$ cat src/rtl/branch_seq_if.sv
`timescale 1ns/1ps
`default_nettype none
// ============================================================================
// Module   : branch_seq_if
// Brief    : Decoder/datapath bundle for the conditional-branch sequencer.
// Revision : 1.0 - initial release
// ============================================================================
interface branch_seq_if;
    logic        start;
    logic [1:0]  c2;
    logic        con;
    logic [1:0]  cond_sel;
    logic        Gra;
    logic        Rout;
    logic        CONin;
    logic        PCout;
    logic        Yin;
    logic        Cout;
    logic        alu_add;
    logic        Zin;
    logic        Zlowout;
    logic        PCin;
    logic        busy;
    logic        done;
    logic        taken;
    logic [15:0] taken_cnt;
    logic [15:0] ntaken_cnt;

    modport master (
        output start, c2, con,
        input  cond_sel, Gra, Rout, CONin, PCout, Yin, Cout, alu_add, Zin,
               Zlowout, PCin, busy, done, taken, taken_cnt, ntaken_cnt
    );

    modport slave (
        input  start, c2, con,
        output cond_sel, Gra, Rout, CONin, PCout, Yin, Cout, alu_add, Zin,
               Zlowout, PCin, busy, done, taken, taken_cnt, ntaken_cnt
    );
endinterface
`default_nettype wire

$ cat src/rtl/branch_seq.sv
`timescale 1ns/1ps
`default_nettype none
// ============================================================================
// Module   : branch_seq
// Brief    : T3-T6 control-step sequencer for the conditional-branch instruction.
// Revision : 1.0 - initial release
// ============================================================================
module branch_seq (
    input  wire logic   clock,
    input  wire logic   reset,
    branch_seq_if.slave bus
);

    localparam logic [15:0] c_CNT_MAX = 16'hFFFF;

    typedef enum logic [2:0] {
        S_IDLE = 3'd0,
        S_T3   = 3'd1,
        S_T4   = 3'd2,
        S_T5   = 3'd3,
        S_T6   = 3'd4
    } state_t;

    state_t      r_state;
    state_t      w_next;
    logic [1:0]  r_cond_sel;
    logic        r_taken;
    logic [15:0] r_taken_cnt;
    logic [15:0] r_ntaken_cnt;
    logic        w_accept;

    logic w_gra, w_rout, w_conin, w_pcout, w_yin;
    logic w_cout, w_alu_add, w_zin, w_zlowout, w_done;

    // A new branch is only accepted from IDLE or on the final step of the current one.
    assign w_accept = bus.start && ((r_state == S_IDLE) || (r_state == S_T6));

    always_ff @(posedge clock or posedge reset) begin
        if (reset) begin
            r_state      <= S_IDLE;
            r_cond_sel   <= 2'b00;
            r_taken      <= 1'b0;
            r_taken_cnt  <= 16'h0000;
            r_ntaken_cnt <= 16'h0000;
        end else begin
            r_state <= w_next;
            if (w_accept) begin
                r_cond_sel <= bus.c2;
            end
            if (r_state == S_T6) begin
                r_taken <= bus.con;
                if (bus.con) begin
                    if (r_taken_cnt != c_CNT_MAX) begin
                        r_taken_cnt <= r_taken_cnt + 16'd1;
                    end
                end else begin
                    if (r_ntaken_cnt != c_CNT_MAX) begin
                        r_ntaken_cnt <= r_ntaken_cnt + 16'd1;
                    end
                end
            end
        end
    end

    always_comb begin
        w_next = r_state;
        case (r_state)
            S_IDLE:  w_next = w_accept ? S_T3 : S_IDLE;
            S_T3:    w_next = S_T4;
            S_T4:    w_next = S_T5;
            S_T5:    w_next = S_T6;
            S_T6:    w_next = w_accept ? S_T3 : S_IDLE;
            default: w_next = S_IDLE;
        endcase
    end

    always_comb begin
        w_gra     = 1'b0;
        w_rout    = 1'b0;
        w_conin   = 1'b0;
        w_pcout   = 1'b0;
        w_yin     = 1'b0;
        w_cout    = 1'b0;
        w_alu_add = 1'b0;
        w_zin     = 1'b0;
        w_zlowout = 1'b0;
        w_done    = 1'b0;
        case (r_state)
            S_T3: begin
                w_gra   = 1'b1;
                w_rout  = 1'b1;
                w_conin = 1'b1;
            end
            S_T4: begin
                w_pcout = 1'b1;
                w_yin   = 1'b1;
            end
            S_T5: begin
                w_cout    = 1'b1;
                w_alu_add = 1'b1;
                w_zin     = 1'b1;
            end
            S_T6: begin
                w_zlowout = 1'b1;
                w_done    = 1'b1;
            end
            default: ;
        endcase
    end

    assign bus.cond_sel   = r_cond_sel;
    assign bus.Gra        = w_gra;
    assign bus.Rout       = w_rout;
    assign bus.CONin      = w_conin;
    assign bus.PCout      = w_pcout;
    assign bus.Yin        = w_yin;
    assign bus.Cout       = w_cout;
    assign bus.alu_add    = w_alu_add;
    assign bus.Zin        = w_zin;
    assign bus.Zlowout    = w_zlowout;
    // con was loaded in T3, so by T6 it reflects this branch's condition.
    assign bus.PCin       = (r_state == S_T6) && bus.con;
    assign bus.busy       = (r_state != S_IDLE);
    assign bus.done       = w_done;
    assign bus.taken      = r_taken;
    assign bus.taken_cnt  = r_taken_cnt;
    assign bus.ntaken_cnt = r_ntaken_cnt;

endmodule
`default_nettype wire

$ cat src/flat_wrapper.sv
// flat-port wrapper written by rule: the top's interface ports become plain ports
module branch_seq_flat 
  (clock, reset, bus_start, bus_c2, bus_con, bus_cond_sel, bus_Gra, bus_Rout, bus_CONin, bus_PCout, bus_Yin, bus_Cout, bus_alu_add, bus_Zin, bus_Zlowout, bus_PCin, bus_busy, bus_done, bus_taken, bus_taken_cnt, bus_ntaken_cnt);
  branch_seq_if bus_i ();
  input  wire logic clock;
  input  wire logic reset;
  input wire logic [$bits(bus_i.start)-1:0] bus_start;
  input wire logic [$bits(bus_i.c2)-1:0] bus_c2;
  input wire logic [$bits(bus_i.con)-1:0] bus_con;
  output wire logic [$bits(bus_i.cond_sel)-1:0] bus_cond_sel;
  output wire logic [$bits(bus_i.Gra)-1:0] bus_Gra;
  output wire logic [$bits(bus_i.Rout)-1:0] bus_Rout;
  output wire logic [$bits(bus_i.CONin)-1:0] bus_CONin;
  output wire logic [$bits(bus_i.PCout)-1:0] bus_PCout;
  output wire logic [$bits(bus_i.Yin)-1:0] bus_Yin;
  output wire logic [$bits(bus_i.Cout)-1:0] bus_Cout;
  output wire logic [$bits(bus_i.alu_add)-1:0] bus_alu_add;
  output wire logic [$bits(bus_i.Zin)-1:0] bus_Zin;
  output wire logic [$bits(bus_i.Zlowout)-1:0] bus_Zlowout;
  output wire logic [$bits(bus_i.PCin)-1:0] bus_PCin;
  output wire logic [$bits(bus_i.busy)-1:0] bus_busy;
  output wire logic [$bits(bus_i.done)-1:0] bus_done;
  output wire logic [$bits(bus_i.taken)-1:0] bus_taken;
  output wire logic [$bits(bus_i.taken_cnt)-1:0] bus_taken_cnt;
  output wire logic [$bits(bus_i.ntaken_cnt)-1:0] bus_ntaken_cnt;
  assign bus_i.start = bus_start;
  assign bus_i.c2 = bus_c2;
  assign bus_i.con = bus_con;
  assign bus_cond_sel = bus_i.cond_sel;
  assign bus_Gra = bus_i.Gra;
  assign bus_Rout = bus_i.Rout;
  assign bus_CONin = bus_i.CONin;
  assign bus_PCout = bus_i.PCout;
  assign bus_Yin = bus_i.Yin;
  assign bus_Cout = bus_i.Cout;
  assign bus_alu_add = bus_i.alu_add;
  assign bus_Zin = bus_i.Zin;
  assign bus_Zlowout = bus_i.Zlowout;
  assign bus_PCin = bus_i.PCin;
  assign bus_busy = bus_i.busy;
  assign bus_done = bus_i.done;
  assign bus_taken = bus_i.taken;
  assign bus_taken_cnt = bus_i.taken_cnt;
  assign bus_ntaken_cnt = bus_i.ntaken_cnt;
  branch_seq u_core (.clock(clock), .reset(reset), .bus(bus_i));
endmodule
$ cat config.mk
export PLATFORM = sky130hd
export DESIGN_NAME = branch_seq_flat
export DESIGN_NICKNAME = d
export VERILOG_FILES = /design/src/rtl/branch_seq_if.sv /design/src/rtl/branch_seq.sv /design/src/flat_wrapper.sv
export SDC_FILE = /design/constraint.sdc
export NUM_CORES = 1
export LEC_CHECK = 0
export ABC_CLOCK_PERIOD_IN_PS = 5980
export CORE_ASPECT_RATIO = 1.1
export CORE_MARGIN = 2
export CORE_UTILIZATION = 40
export CTS_CLUSTER_DIAMETER = 30
export DETAILED_ROUTE_END_ITERATION = 16
export DONT_BUFFER_PORTS = 1
export GPL_TIMING_DRIVEN = 0
export PLACE_DENSITY = 0.65
export SYNTH_ARGS = -nofsm -noshare
export SYNTH_HDL_FRONTEND = slang
export SYNTH_SLANG_ARGS = --single-unit
$ cat constraint.sdc
create_clock -name clock -period 5.98 [get_ports clock]
set_clock_uncertainty 0.1 [all_clocks]
set_input_delay 1.196 -clock clock [delete_from_list [all_inputs] [get_ports clock]]
set_output_delay 1.196 -clock clock [all_outputs]
set_load 0.02 [all_outputs]
==> results_dict.tcl <==
set metrics [dict create \
    fin_crit_sh_pct 52.2 \
    crit_chain "inv_1 -> nor3_1 -> buf_4" \
    ys_seq_area_share_pct 49.3 \
    endpoint_kind "output port" \
    antenna_found_initial 0 \
    synth_top_cell_area_share_pct 49.3 \
    n_antenna_cell 0 \
    crit_buf_inv 2 \
    core-area_mm2 0.00465 \
    cts_tree "yes" \
    startpoint_type "flop" \
    clockBufferDepth 2 \
    place_hpwl_um 2630 \
    cap_violations 0 \
    min_period_ns 3.12 \
    clk_latency_ns 0.28 \
    clockPowerShare_pct 23.0 \
    grt_max_degree 39 \
    intPower_uw 442 \
    setup_viol 0 \
    r2r_slack_ns 3.77 \
    status "finished, final reports clean" \
    synth_most_common_cell "dfrtp_1" \
    htree_levels 2 \
    yosysWarnings 0 \
    area_growth_pct 7.58 \
    leakage_uw 0.000953 \
    hold_violations 0 \
    r2r_start "u_core.bus.ntaken_cnt[0]" \
    clk_pin_slew_ns 0.07 \
    synthTopCellsByCount "dfrtp_1, xor2_1, nand2_1" \
    ys_types 35 \
    cts_buffers 5 \
    p_sw_share_pct 37.8 \
    dp.cells 240 \
    min_from "u_core.r_state[0]" \
    synth-edff-count 0 \
    use_met2_pct 23.6 \
    pin_count 53 \
    pre_cts_slack_ns 2.98 \
    finalSetupTns_ns 0 \
    root_buffer "clkbuf_8" \
    initial_utilization_pct 41.5 \
    cp_top_family "simple AND/OR/NAND/NOR gates" \
    max_slew_margin_pct 42.5 \
    drive_gt1_share_pct 12.6 \
    drc_errors 0 \
    dieArea_mm2 0.00540 \
    syn-instance-count 184 \
    power_frac_comb_pct 23.0 \
    wl_um 3690 \
    grt.met3_usage_pct 5.91 \
    holdBufCountCts 0 \
    cp_slowest_stage_delay_ns 0.70 \
    die_w_um 70.2 \
    path_class "flop to output port" \
    async_flop_share_pct 100 \
    gp_congestion 0.812 \
    yosysTopAreaCell "dfrtp_1" \
    nets 199 \
    synth_nets 192 \
    synth.area.top_cells "dfrtp_1, xor2_1, xnor2_1" \
    final-max-slew-violation-count 0 \
    peakVddDrop_v 0.000283 \
    grt_pass1_vias 1334 \
    post_cts_buffers 0 \
    cts_resized 0 \
    finalWorstSetupSlack_ns 2.86 \
    grt_overflow_total 0 \
    grt_usage_pct 14.3 \
    die_h_um 76.9 \
    rsz0062_at_grt "false" \
    fmax_ghz 0.321 \
    dr.pass1.iters 4 \
    wire_per_inst_um 14.9 \
    cts_sinks 38 \
    cp-startpoint "u_core.r_state[0]" \
    slowest_stage "nor3_1" \
    worstPathArrival_ns 1.82 \
    min_path_type "flop to flop" \
    pwr-share-seq_pct 53.9 \
    vias 1388 \
    synth-main-ff-cell "dfrtp_1" \
    final_cells 247 \
    via_per_inst 5.62 \
    netlist_area_mm2 0.00193 \
    worstPathRequired_ns 4.68 \
    switchingPower_uw 269 \
    syn_avg_cell_area_um2 10.5 \
    cp_max_fo 7 \
    synth_seq_cells 38 \
    grt_busiest_layer "met2" \
    power_density_mw_per_mm2 342 \
    met1_usage_pct 16.5 \
    grt_pass1_wl_um 6250 \
    row_count 26 \
    antenna_left 0 \
    dr.first_iter.drc_count 33 \
    portBuffers 0 \
    tightestPinTransition_ns 0.857 \
]
## stage by stage
stage / instance area (µm²) / total power, µW / hold slack (ns) / util, %
2_1_floorplan: 1930 / 524 / 0.399 / -
4_1_cts: 2080 / 722 / 0.469 / 44.6
3_3_place_gp: 2000 / 551 / 0.437 / 43.0
6_report: 2080 / 711 / 0.471 / 44.6
5_1_grt: 2080 / 754 / 0.502 / 44.6
3_5_place_dp: 2000 / 555 / 0.457 / 43.0
## power groups by stage
stage / Combinational (µW) / Sequential [µW] / Clock, µW
3_5_place_dp: 165 / 390 / 0
3_3_place_gp: 164 / 386 / 0
4_1_cts: 166 / 385 / 170
2_1_floorplan: 149 / 374 / 0
6_report: 164 / 384 / 164
5_1_grt: 180 / 392 / 182
## cell type report
type	count	area, µm²
clock buffers	7	76.3
plain buffers	11	65.1
inverters	3	11.3
fillers	459	2570
multi-input cells	132	903
flip-flops and latches	38	951
well taps	56	70.1
## layer usage
metal / vias to the layer above / share of wire [%]
met3: 6 / 6.5
li1: 670 / -
met2: 43 / 48
met1: 669 / 43
met4: 0 / 1.7
met5: - / 0
## cell usage in the layout, fill, tap and decap left out, types with 3 or more instances in the layout
master	netlist	routed
and3_1	6	6
clkbuf_8	0	5
nor2_1	12	12
nor3_1	8	8
clkbuf_1	4	6
mux2_2	6	6
dfrtp_1	38	38
xnor2_1	9	9
and4_1	8	8
xor2_1	16	16
nand2_1	14	14
buf_4	6	6
nand3_1	12	12
a211oi_1	3	3
nand4_1	12	12
## cells by family (layout without fill, tap and decap cells)
kind of cell,count (synthesis),after routing,share of synthesized area [%]
buffers and inverters,14,21,3.95
xor gates and xnor gates,25,25,11.3
and+or+nand+nor,88,88,26.6
muxes,7,7,4.02
adders and majority gates,2,2,1.30
DFF,38,38,49.3
AOI/OAI and AO/OA,10,10,3.56
## path summary, 6_finish.rpt
path,endpoint,cells after the start
max in group asynchronous,u_core.bus.taken_cnt[11],1
min reg2reg,u_core.r_state[0],1
min in group asynchronous,u_core.bus.taken_cnt[8],1
max,bus_Rout,3
max reg2reg,u_core.bus.ntaken_cnt[1],6
min,u_core.r_state[0],1
## flip-flops by register name, summed over array words and instances (netlist names)
register,count
u_core.bus.taken,1
u_core.r_state,3
u_core.bus.taken_cnt,16
u_core.bus.cond_sel,2
u_core.bus.ntaken_cnt,16
Note: power is estimated with default switching activity, not from simulation.
